`src/rtl/parking_ctrl_pkg.sv`:
```
// Shared FSM encodings and width helpers for the parking-lot entry controller.
// Imported by the controller top and its interval timer.
package parking_ctrl_pkg;

  localparam logic [1:0] IDLE      = 2'd0;
  localparam logic [1:0] WAIT_PASS = 2'd1;
  localparam logic [1:0] GRANT     = 2'd2;
  localparam logic [1:0] LOCKED    = 2'd3;

  function automatic int max3(input int a,
                              input int b,
                              input int c);
    int m;
    m = a;
    if (b > m) m = b;
    if (c > m) m = c;
    return m;
  endfunction

  // Width of a down-counter able to hold the longest interval.
  function automatic int tw_of(input int a,
                               input int b,
                               input int c);
    return $clog2(max3(a, b, c) + 1);
  endfunction

endpackage

```
`src/rtl/parking_ctrl_if.sv`:
```
// Sensor/keypad/gate bundle of the parking controller.
// master: drives sensors and keypad; slave: the controller.
interface parking_ctrl_if #(
  parameter int PW = 4,
  parameter int CW = 4
);

  logic          entry_sensor;
  logic          exit_pulse;
  logic [PW-1:0] pass;
  logic          pass_valid;
  logic          gate_open;
  logic          alarm;
  logic          full;
  logic [CW-1:0] occupancy;

  modport master (
    output entry_sensor,
    output exit_pulse,
    output pass,
    output pass_valid,
    input  gate_open,
    input  alarm,
    input  full,
    input  occupancy
  );

  modport slave (
    input  entry_sensor,
    input  exit_pulse,
    input  pass,
    input  pass_valid,
    output gate_open,
    output alarm,
    output full,
    output occupancy
  );

endinterface

```
`src/rtl/parking_ctrl_timer.sv`:
```
// Loadable down-counter shared by the timeout, gate and lockout intervals.
// Ports: clk, reset, load, value (load value), done (count reached 1).
module parking_ctrl_timer #(
  parameter int TW = 6
) (
  input  logic          clk,
  input  logic          reset,
  input  logic          load,
  input  logic [TW-1:0] value,
  output logic          done
);

  logic [TW-1:0] count;

  always_ff @(posedge clk) begin
    if (reset) begin
      count <= '0;
    end else if (load) begin
      count <= value;
    end else if (count != '0) begin
      count <= count - TW'(1);
    end
  end

  // Intervals are loaded with N and end on the Nth cycle.
  assign done = (count == TW'(1));

endmodule

```
`src/rtl/parking_ctrl.sv`:
```
// Parking-lot entry controller: passcode gate, lockout alarm, occupancy.
// Ports: clk, reset (sync, active-high), bus (parking_ctrl_if.slave).
module parking_ctrl
  import parking_ctrl_pkg::*;
#(
  parameter int            PW          = 4,
  parameter logic [PW-1:0] PASSCODE    = 4'b1101,
  parameter int            CAPACITY    = 8,
  parameter int            MAX_TRIES   = 3,
  parameter int            TIMEOUT     = 16,
  parameter int            GATE_CYCLES = 4,
  parameter int            LOCK_CYCLES = 32
) (
  input  logic           clk,
  input  logic           reset,
  parking_ctrl_if.slave  bus
);

  localparam int CW  = $clog2(CAPACITY + 1);
  localparam int TW  = tw_of(TIMEOUT, GATE_CYCLES, LOCK_CYCLES);
  localparam int TRW = $clog2(MAX_TRIES + 1);

  logic [1:0]     state;
  logic [1:0]     state_d;
  logic [TRW-1:0] tries;
  logic [TRW-1:0] tries_d;
  logic [TRW-1:0] tries_inc;
  logic [CW-1:0]  occ;
  logic           full;
  logic           match;
  logic           inc;
  logic           dec;
  logic           t_load;
  logic [TW-1:0]  t_val;
  logic           t_done;
  logic           gate_r;
  logic           alarm_r;

  parking_ctrl_timer #(
    .TW(TW)
  ) u_timer (
    .clk   (clk),
    .reset (reset),
    .load  (t_load),
    .value (t_val),
    .done  (t_done)
  );

  assign full      = (occ == CW'(CAPACITY));
  assign match     = (bus.pass == PASSCODE);
  assign tries_inc = tries + TRW'(1);
  // An exit with an empty lot is a sensor glitch.
  assign dec       = bus.exit_pulse && (occ != '0);

  always_comb begin
    state_d = state;
    tries_d = tries;
    t_load  = 1'b0;
    t_val   = '0;
    inc     = 1'b0;
    unique case (state)
      IDLE: begin
        if (bus.entry_sensor && !full) begin
          state_d = WAIT_PASS;
          tries_d = '0;
          t_load  = 1'b1;
          t_val   = TW'(TIMEOUT);
        end
      end
      WAIT_PASS: begin
        if (!bus.entry_sensor) begin
          state_d = IDLE;
        end else if (bus.pass_valid && match && !full) begin
          state_d = GRANT;
          inc     = 1'b1;
          t_load  = 1'b1;
          t_val   = TW'(GATE_CYCLES);
        end else if (bus.pass_valid && match) begin
          state_d = IDLE;
        end else if (bus.pass_valid) begin
          tries_d = tries_inc;
          t_load  = 1'b1;
          if (tries_inc == TRW'(MAX_TRIES)) begin
            state_d = LOCKED;
            t_val   = TW'(LOCK_CYCLES);
          end else begin
            t_val   = TW'(TIMEOUT);
          end
        end else if (t_done) begin
          state_d = IDLE;
        end
      end
      GRANT: begin
        if (t_done) state_d = IDLE;
      end
      LOCKED: begin
        if (t_done) state_d = IDLE;
      end
      default: state_d = IDLE;
    endcase
  end

  always_ff @(posedge clk) begin
    if (reset) begin
      state   <= IDLE;
      tries   <= '0;
      gate_r  <= 1'b0;
      alarm_r <= 1'b0;
    end else begin
      state   <= state_d;
      tries   <= tries_d;
      gate_r  <= (state_d == GRANT);
      alarm_r <= (state_d == LOCKED);
    end
  end

  always_ff @(posedge clk) begin
    if (reset) begin
      occ <= '0;
    end else if (inc && !dec) begin
      occ <= occ + CW'(1);
    end else if (dec && !inc) begin
      occ <= occ - CW'(1);
    end
  end

  assign bus.gate_open = gate_r;
  assign bus.alarm     = alarm_r;
  assign bus.full      = full;
  assign bus.occupancy = occ;

endmodule

```
`src/flat_wrapper.sv`:
```
// flat-port wrapper written by rule: the top's interface ports become plain ports
module parking_ctrl_flat import parking_ctrl_pkg::*;
#(
  parameter int            PW          = 4,
  parameter logic [PW-1:0] PASSCODE    = 4'b1101,
  parameter int            CAPACITY    = 8,
  parameter int            MAX_TRIES   = 3,
  parameter int            TIMEOUT     = 16,
  parameter int            GATE_CYCLES = 4,
  parameter int            LOCK_CYCLES = 32
)
  (clk, reset, bus_entry_sensor, bus_exit_pulse, bus_pass, bus_pass_valid, bus_gate_open, bus_alarm, bus_full, bus_occupancy);
  parking_ctrl_if #(.PW(PW), .CW(4)) bus_i ();
  input  logic clk;
  input  logic reset;
  input wire logic [$bits(bus_i.entry_sensor)-1:0] bus_entry_sensor;
  input wire logic [$bits(bus_i.exit_pulse)-1:0] bus_exit_pulse;
  input wire logic [$bits(bus_i.pass)-1:0] bus_pass;
  input wire logic [$bits(bus_i.pass_valid)-1:0] bus_pass_valid;
  output wire logic [$bits(bus_i.gate_open)-1:0] bus_gate_open;
  output wire logic [$bits(bus_i.alarm)-1:0] bus_alarm;
  output wire logic [$bits(bus_i.full)-1:0] bus_full;
  output wire logic [$bits(bus_i.occupancy)-1:0] bus_occupancy;
  assign bus_i.entry_sensor = bus_entry_sensor;
  assign bus_i.exit_pulse = bus_exit_pulse;
  assign bus_i.pass = bus_pass;
  assign bus_i.pass_valid = bus_pass_valid;
  assign bus_gate_open = bus_i.gate_open;
  assign bus_alarm = bus_i.alarm;
  assign bus_full = bus_i.full;
  assign bus_occupancy = bus_i.occupancy;
  parking_ctrl #(.PW(PW), .PASSCODE(PASSCODE), .CAPACITY(CAPACITY), .MAX_TRIES(MAX_TRIES), .TIMEOUT(TIMEOUT), .GATE_CYCLES(GATE_CYCLES), .LOCK_CYCLES(LOCK_CYCLES)) u_core (.clk(clk), .reset(reset), .bus(bus_i));
endmodule
```
`config.mk`:
```
export PLATFORM = sky130hd
export DESIGN_NAME = parking_ctrl_flat
export DESIGN_NICKNAME = d
export VERILOG_FILES = /design/src/rtl/parking_ctrl_pkg.sv /design/src/rtl/parking_ctrl_if.sv /design/src/rtl/parking_ctrl_timer.sv /design/src/rtl/parking_ctrl.sv /design/src/flat_wrapper.sv
export SDC_FILE = /design/constraint.sdc
export NUM_CORES = 1
export LEC_CHECK = 0
export ABC_CLOCK_PERIOD_IN_PS = 3500
export CAP_MARGIN = 30
export CORE_UTILIZATION = 51
export DETAILED_ROUTE_END_ITERATION = 7
export HOLD_SLACK_MARGIN = 0.05
export PLACE_DENSITY = 0.77
export SLEW_MARGIN = 20
export SYNTH_ARGS = -nofsm -noshare
export SYNTH_HDL_FRONTEND = slang
export SYNTH_SLANG_ARGS = --single-unit
```
`constraint.sdc`:
```
create_clock -name clk -period 3.5 [get_ports clk]
set_input_delay 0.525 -clock clk [delete_from_list [all_inputs] [get_ports clk]]
set_output_delay 0.525 -clock clk [all_outputs]
set_load 0.1 [all_outputs]
```
==> metrics.csv <==
metric;value;unit
outcome;completed;
worst clock skew;0.00722;ns
# fillers;136;
Synthesized Nets;117;
clock tree buffer depth;2;
Hold Crit Endpoint;u_core.tries[1]$_SDFFE_PP0P_;
CTS clk-pin slew, worst paths;0.10;ns
multiplexer share of the synthesized area;6.07;%
Critical R2R Launch;u_core.bus.occupancy[0]$_SDFFE_PP0P_;
Root Buffer;clkbuf_4;
Max Clk Rate;353;MHz
startpoint types;primary input;
power per cell area;749;nW/um2
Post-Syn Instances;100;
H-tree Lvls;1;
most frequent cells in the layout;clkdlybuf4s50_1, nor2_1, dfxtp_1;
Slowest cell on crit path;clkdlybuf4s50_1;
Post-Synth Simple-Gate Area;21.1;%
Global Route Usage Sum;20.2;%
Starting Density;54.3;%
DRC viols;0;
Rows;15;
area grow syn2layout;23.3;%
Total Wirelength;1730;um
Detailed Routing Iterations Pass 1;3;
CP delay by family, top;buffers and inverters;
vias in the first global route;695;
Syn. warnings;0;
RSZ-0062 raised after global routing;no;
VDD IR max;0.443;mV
Post-CTS Setup Bufs;0;
largest net degree at the start of global routing;16;
fin cells;142;
Setup-failing EPs final;0;
Post-synth EDFFs;0;
I/O pin cnt;16;
Most common cell on crit path;ha_1;
R2R setup slack;0.79;ns
largest family of logic cells by synthesized area;simple AND/OR/NAND/NOR gates;
cell total after placement;138;
initial antenna violation count;0;
ant diodes;0;
Synth Cell Area;927;um2
CP Data Required Time;3.69;ns
Seq/Total Area, Yosys;34.5;%
worst-skew pair later-pin latency;0.29;ns
#FFs+latches synth;16;
Die ar.;1990;um2
synthesized area per cell;9.27;um2
Overall Power;0.000857;W
Horiz. Die Dim;44.6;um
Hold Crit Class;reg -> reg;
post-synth cell types;40;
routability cong.;0.855;
fraction of layout cells with a size suffix above 1;15.4;%
critical path launch point;bus_entry_sensor;
drt wl/cell;12.2;um
grt ovf;0;
XOR/XNOR Fraction of Synth Area;5.67;%
Port Buffers;15;
dominant synthesized flop cell;dfxtp_1;
worst reg2reg endpoint;u_core.bus.occupancy[3]$_SDFFE_PP0P_;
critical path's largest stage delay;0.49;ns
hold path cells;2;
core area;1710;um2
routed vias;754;
# clock sinks;16;
post-synthesis compound-gate area fraction;17.4;%
Least-Margin Pin Slew;0.970;ns
Tcrit/Tclk final;81.0;%
hold path startpoint;u_core.tries[1]$_SDFFE_PP0P_;
clock tree from TritonCTS;built;
WP buf/inv;2;
WHS;0.537;ns
crit path time final;2.83;ns
CP Capture Type;flip-flop;
normalized max-slew margin;35.1;%
commonest non-fill, non-tap cell in the layout;clkdlybuf4s50_1;
Hold Buf Count CTS;0;
LEAKAGE;0.456;nW
fin. max-slew vios;0;
Chip Height;44.6;um
TritonCTS buffer count;3;
first-pass GRT wire length;2930;um
final hold violations;0;
CP arrival;3.02;ns
CP Cell Sequence;clkdlybuf4s50_1 -> and4b_1 -> nor3b_1 -> ha_1 -> inv_1 -> ha_1 -> a21o_2 -> a21oi_1 -> mux2i_1 -> mux2_2;
max_cap viols;0;
Max FO, Critical Path;6;
vias per inst;5.31;
Starting DRT DRC Count;11;
R2R cell count;10;
synthesized-area fraction occupied by adder cells;11.6;%
Worst Setup Path Type;in -> reg;
Post-DRT Antenna Nets;0;
share of flip-flops with an asynchronous set or reset;0;%
post-cts sizing count;0;
nets;135;
Setup TNS;0;ns
hpwl dp;1310;um
-- worst min-delay path, stage by stage (launching register included) --
cell and delay, ns:
dfxtp_1 0.34, mux2i_1 0.07, nor2_1 0.09
-- flip-flops by register name, summed over array words and instances, names as in the netlist --
name,flops
u_core.bus.alarm,1
u_core.bus.gate_open,1
u_core.bus.occupancy,4
u_core.state,2
u_core.tries,2
u_core.u_timer.count,6
-- cells in the mapped netlist, types with 2 or more instances --
master / instances / area (um2)
nor3b_1: 4 / 30.0
nor3_1: 2 / 10.0
xor2_1: 2 / 17.5
mux2i_1: 3 / 30.0
nor2_1: 12 / 45.0
and2_1: 2 / 12.5
xnor2_1: 4 / 35.0
ha_1: 7 / 87.6
clkbuf_1: 2 / 7.51
nor4_1: 3 / 18.8
dfxtp_1: 16 / 320
o21ai_0: 2 / 10.0
inv_1: 7 / 26.3
nand2_1: 6 / 22.5
a21oi_1: 3 / 15.0
-- final cells by class --
type	instances	area (um2)	area share (%)
repair buffers	15	148	12.9
well taps	25	31.3	2.74
inverters	7	30.0	2.63
multi-input cells	75	573	50.1
flip-flops and latches	16	325	28.4
clock buffers	4	36.3	3.17
-- power by group --
part / total [W] / switching (W) / internal, W
Sequential: 0.000280 / 0.0000535 / 0.000227
Combinational: 0.000453 / 0.000265 / 0.000188
Clock: 0.000123 / 0.0000594 / 0.0000634
Total: 0.000857 / 0.000378 / 0.000479
-- kinds of logic after synthesis --
group | Yosys count
simple gates | 36
compound gates | 20
flops | 16
buf+inv | 9
fa+ha+maj | 8
xor+xnor | 6
mux | 5
-- worst max-delay path by stage --
stage | depth (start not counted) | slack, ns | endpoint
global placement | 10 | 0.41 | u_core.bus.occupancy[3]$_SDFFE_PP0P_
finish | 10 | 0.67 | u_core.bus.occupancy[3]$_SDFFE_PP0P_
detailed placement | 10 | 0.34 | u_core.bus.occupancy[3]$_SDFFE_PP0P_
CTS | 10 | 0.64 | u_core.bus.occupancy[3]$_SDFFE_PP0P_
global route | 10 | 0.49 | u_core.bus.occupancy[3]$_SDFFE_PP0P_
floorplan | 10 | 0.24 | u_core.bus.occupancy[3]$_SDFFE_PP0P_
-- per-layer routing --
metal | vias up | part of all wire [%] | GRT usage [%]
met1 | 337 | 50 | 25.7
met2 | 13 | 45 | 32.4
met3 | 4 | 2.6 | 3.67
li1 | 400 | - | -
met5 | - | 0 | 0
met4 | 0 | 2.1 | 10.9
-- metrics by stage --
stage | setup slack [ns] | area [um2] | util [%]
final | 0.665 | 1140 | 67.0
after CTS | 0.643 | 1140 | 67.0
after detailed placement | 0.341 | 1110 | 64.8
after floorplan | 0.235 | 936 | -
after global placement | 0.409 | 1110 | 64.8
after global routing | 0.487 | 1140 | 67.0
No activity file was read; power rests on OpenSTA's default activity.
==> edit 1: new RTL, same flow settings <==
`LOCK_CYCLES` is set to 32 in 2 places; all go to 64.
--- a/src/rtl/parking_ctrl.sv
+++ b/src/rtl/parking_ctrl.sv
@@ -10,5 +10,5 @@
   parameter int            TIMEOUT     = 16,
   parameter int            GATE_CYCLES = 4,
-  parameter int            LOCK_CYCLES = 32
+  parameter int            LOCK_CYCLES = 64
 ) (
   input  logic           clk,
--- a/src/flat_wrapper.sv
+++ b/src/flat_wrapper.sv
@@ -8,5 +8,5 @@
   parameter int            TIMEOUT     = 16,
   parameter int            GATE_CYCLES = 4,
-  parameter int            LOCK_CYCLES = 32
+  parameter int            LOCK_CYCLES = 64
 )
   (clk, reset, bus_entry_sensor, bus_exit_pulse, bus_pass, bus_pass_valid, bus_gate_open, bus_alarm, bus_full, bus_occupancy);
Behaviour: no difference found for any inputs over 10 cycles, from zero or initial values and one cycle with reset high; that may be too few to reach the edited logic, so the function may still have changed.
==> edit 1 against the original RTL <==
First-iteration DRC count up 9.1%. Cell area is 8.3% higher. Non-clock buffer count did not move. Synthesized cell count increased by 11%. Largest cell class unchanged. Routed wire length increased by 26%. Utilization up 1.8 points. Worst hold slack worse by 0.0089 ns. Sequential cell count grew 1. Total power up 11%. Count of clock-buffer cells in the layout did not move. Worst setup slack got worse by 0.11 ns. Synthesized area increased by 11%.
==> edit 1: results (changes against the original RTL) <==
outcome=finished, final reports clean; ys async rst share=0 (unchanged); post-DP HPWL=1.678 mm (+28%); HP Class=flip-flop to flip-flop; hold violation total from the final report=0 (unchanged); Inserted Clock Buffers=3 (unchanged); Critical Path AT=3.12 ns (+0.10 ns); Pre-Repair DR Iteration Count=4 (+1); unique cell type count in the Yosys netlist=43 (+7.5%); layout cell share with drive strength beyond 1=0.1102 (-0.04361); Total GRT Usage=0.2326 (+0.03023); ant diodes=0 (unchanged); Gates resized, CTS repair=0 (unchanged); CTS root buffer=clkbuf_4; CP top delay family=buffers and inverters; DR iter-0 viols=12 (+1); number of port buffers=15 (unchanged); slowest CP cell=clkdlybuf4s50_1; vias in the first global route=852 (+23%); largest cells by area after synthesis=dfxtp_1 (33%), ha_1 (8.5%), xor2_1 (3.4%); GR Util met3=0.03846 (+0.001727); initial antenna violation count=0 (unchanged); H-tree depth=1 (unchanged); flop-to-flop setup slack=0.82 ns (+0.03 ns); Largest register FFs=7 (+1); Clk pin slew, worst setup/hold paths=0.10 ns (about the same); Clock Latency Late Sink=0.29 ns (about the same); most frequent cells after synthesis=dfxtp_1 (17), inv_1 (9), nor2_1 (9), ha_1 (7), a21oi_1 (5); final wirelength=2.188 mm (+26%); crit path time final=2.940 ns (+0.1053 ns); yosys warns=0 (unchanged); met2 global-route usage=0.4250 (+0.1015); largest net degree at the start of global routing=19 (+3); Worst slew margin=0.3570 (+0.005916); largest reg by FF count=u_core.u_timer.count; met1 Use GR=0.2587 (+0.001883); Setup Buffers After CTS=0 (unchanged); maximum VDD drop=0.3357 mV (-24%); Int Power=0.0005110 W (+6.7%); final clock skew=0.006141 ns (-0.001076 ns); fin nets=145 (+7.4%); Pleak=0.4776 nW (+4.8%); first-pass GRT wire length=3.588 mm (+23%); GPL Wtd Cong=0.8143 (-4.8%); Max stage delay on crit path=0.51 ns (+0.02 ns); crit path max fanout=4 (-2); syn nets=128 (+9.4%); DR vias/cell=5.796 (+9.2%); Fin Hold WS=0.5278 ns (-0.008899 ns); Max Buffers Root-to-Sink=2 (unchanged); sequential fraction of the synthesis area=0.3297 (-0.01578)
edit 1: worst paths after layout:
kind,from,end,cells past startpoint
hold / removal,u_core.tries[0],u_core.tries[0],2
setup reg to reg,u_core.state[0],u_core.bus.occupancy[3],9
hold reg to reg,u_core.tries[0],u_core.tries[0],2
setup / recovery,bus_entry_sensor,u_core.bus.occupancy[3],10
edit 1: stage by stage:
stage / setup WS (ns) / util / total power [W] / area (um^2) / instances
5_1_grt: 0.4413 / 0.6875 / 0.001017 / 1239 / 152
3_3_place_gp: 0.3465 / 0.6729 / 0.0008328 / 1212 / 148
6_report: 0.5601 / 0.6875 / 0.0009488 / 1239 / 152
4_1_cts: 0.5733 / 0.6875 / 0.0009520 / 1239 / 152
3_5_place_dp: 0.3022 / 0.6729 / 0.0008427 / 1212 / 148
2_1_floorplan: 0.005527 / - / 0.0007390 / 1045 / 111
edit 1: cells by family after synthesis:
logic type | count (synthesis) | share of synthesized area
mux | 4 | 0.04121
fa+ha+maj | 8 | 0.1042
xor+xnor | 7 | 0.05940
flops | 17 | 0.3297
buf+inv | 12 | 0.04363
simple gates | 39 | 0.2582
compound gates | 24 | 0.1636
edit 1: area by class of cell:
cell class / instances / area, um^2
clock buffer: 4 / 26.28
multi-input combinational: 82 / 646.9
sequential: 17 / 352.8
timing repair buffer: 15 / 147.6
tap: 25 / 31.28
fill: 151 / 563.0
inverter: 9 / 33.78
edit 1: layer usage:
metal  wire, um  vias to the layer above
met3         45                        6
li1           -                      444
met1        961                      418
met4         44                        0
met2       1136                       13
met5          0                        -
edit 1: power by group through the flow:
| stage | clock network (W) | registers [W] | logic (W) |
|---|---|---|---|
| 5_1_grt | 0.000119 | 0.000329 | 0.000568 |
| 2_1_floorplan | 0 | 0.000389 | 0.000350 |
| 6_report | 0.000106 | 0.000321 | 0.000522 |
| 3_3_place_gp | 0 | 0.000321 | 0.000512 |
| 4_1_cts | 0.000109 | 0.000321 | 0.000522 |
| 3_5_place_dp | 0 | 0.000326 | 0.000517 |
edit 1: worst register-to-register path, cell delays in order, from the launching register on:
cell	delay (ns)
dfxtp_1	0.46
nand3b_1	0.16
nor4b_2	0.45
ha_1	0.24
inv_1	0.10
ha_1	0.28
a21o_1	0.17
a21oi_1	0.17
mux2i_1	0.21
mux2_2	0.34
==> edit 2: new RTL, config.mk and constraints unchanged <==
Made on the original files. Make the reset (`reset`) asynchronous in 3 clocked blocks.
--- a/src/rtl/parking_ctrl_timer.sv
+++ b/src/rtl/parking_ctrl_timer.sv
@@ -13,5 +13,5 @@
   logic [TW-1:0] count;
 
-  always_ff @(posedge clk) begin
+  always_ff @(posedge clk or posedge reset) begin
     if (reset) begin
       count <= '0;
--- a/src/rtl/parking_ctrl.sv
+++ b/src/rtl/parking_ctrl.sv
@@ -101,5 +101,5 @@
   end
 
-  always_ff @(posedge clk) begin
+  always_ff @(posedge clk or posedge reset) begin
     if (reset) begin
       state   <= IDLE;
@@ -115,5 +115,5 @@
   end
 
-  always_ff @(posedge clk) begin
+  always_ff @(posedge clk or posedge reset) begin
     if (reset) begin
       occ <= '0;
Behaviour: differs if reset is asserted again (counterexample within 4 cycles, from zero or initial values and one cycle with reset high); with reset held inactive, the same outputs for 10 cycles.
==> edit 2 against the original RTL <==
Clock skew is 0.0015 ns lower. Non-clock buffer count stayed put. Via count is 1.9% higher. Sequential cell count stayed put. Synthesized area is 6.2% higher. Maximum frequency is 1.1% higher. Cell area is 7.0% higher. Utilization is 2.4 points higher. Routed wire length is 13% higher. Worst setup slack better by 0.030 ns. Critical endpoint is now u_core.bus.occupancy[3]. Highest routed layer unchanged.
Power is not shown: default switching activity piles up to over one toggle a cycle in this logic, so the estimate is an artifact.
==> edit 2: results (changes against the original RTL) <==
fin crit share=0.8012 (-0.008675); DR iter-0 viols=10 (-1); fin nets=129 (-4.4%); main flop type after synthesis=dfrtp_1; crit path max fanout=5 (-1); Final Core Density=0.6936 (+0.02402); HP Class=flip-flop to flip-flop; non-clk buf share=0.1207 (-0.008448); M1 WL=879 um (+2.0%); Non-clk invs=8 (+1); CP top delay family=compound AO/OA/AOI/OAI gates; # clk buffers=4 (unchanged); vias in the first global route=780 (+12%); Max Buffers Root-to-Sink=2 (unchanged); dpl ws=0.3965 ns (+0.05577 ns); synthesized area=984.7 um^2 (+6.2%); first-pass GRT wire length=3.277 mm (+12%); Achievable Freq=356.6 MHz (+1.1%); Seq cells=16 (unchanged); outcome=finished, final reports clean; largest net degree at the start of global routing=17 (+1); Critical Path AT=2.99 ns (-0.03 ns); Max stage delay on crit path=0.45 ns (-0.04 ns); Seq. cell area=412.9 um^2 (+27%); Total GRT Usage=0.2226 (+0.02023); GPL Wtd Cong=0.7675 (-10%); Pre-Repair DR Iteration Count=5 (+2); final wirelength=1.958 mm (+13%); comb_multi_in=68 (-9.3%); met3 WL post-DR=57 um (+27%); post-DP HPWL=1.521 mm (+16%); routed length on met2=999 um (+27%); DR vias/cell=5.647 (+6.4%); most frequent cells after synthesis=dfrtp_1 (16), nand2_1 (8), nor2_1 (8), ha_1 (7), inv_1 (7); sequential fraction of the synthesis area=0.4066 (+0.06113); Multi-input gate area=565.5 um^2 (-1.3%); top-area cell type share of the netlist area=0.4066 (+0.06113); final-layout clock-cell area share=0.02965 (-0.002076); layout cell share with drive strength beyond 1=0.2252 (+0.07138); ys async rst share=1.000 (+1.000); Worst slew margin=0.3450 (-0.006044); largest cells by area after synthesis=dfrtp_1 (41%), ha_1 (8.9%), nand2_1 (3.0%); Fill cells=152 (+12%); Setup TNS=0 ns (unchanged); final clock skew=0.005691 ns (-0.001526 ns)
[edit 2: changes by cell type after synthesis, moves of 2 or more]
cell,delta
a21oi_1,-2
and2_1,-2
dfrtp_1,+16
dfxtp_1,-16
nand2_1,+2
nor2_1,-4
o21ai_1,+2
[edit 2: path summary, 6_finish.rpt]
path                            slack [ns]               startpoint  depth (start not counted)                      end
worst max-delay path                  0.70              bus_pass[2]                          9  u_core.bus.occupancy[3]
worst min-delay path                  0.52          u_core.tries[0]                          1          u_core.tries[0]
worst max register to register        0.80  u_core.bus.occupancy[2]                          9  u_core.bus.occupancy[3]
worst min register to register        0.52          u_core.tries[0]                          1          u_core.tries[0]
max in group asynchronous             2.47                    reset                          2  u_core.bus.occupancy[3]
min in group asynchronous             0.58                    reset                          2         u_core.bus.alarm
[edit 2: cell families (layout without fill, tap and decap cells)]
| kind of cell | count (synthesis) | count (layout) | synth area share |
|---|---|---|---|
| simple gates | 34 | 34 | 0.2109 |
| compound gates | 17 | 17 | 0.1537 |
| flops | 16 | 16 | 0.4066 |
| buf+inv | 9 | 27 | 0.03431 |
| fa+ha+maj | 8 | 8 | 0.1093 |
| xor+xnor | 6 | 6 | 0.05338 |
| mux | 3 | 3 | 0.03177 |
[edit 2: routing by layer]
layer,up-vias,track usage
met5,-,0
met4,0,0.08824
met3,4,0.03571
met2,15,0.3831
met1,380,0.2743
li1,369,-
[edit 2: stage by stage]
stage	cells	hold slack (ns)
6_report	136	0.5170
5_1_grt	136	0.5339
4_1_cts	136	0.5081
3_5_place_dp	132	0.4941
3_3_place_gp	132	0.4626
2_1_floorplan	93	0.4387
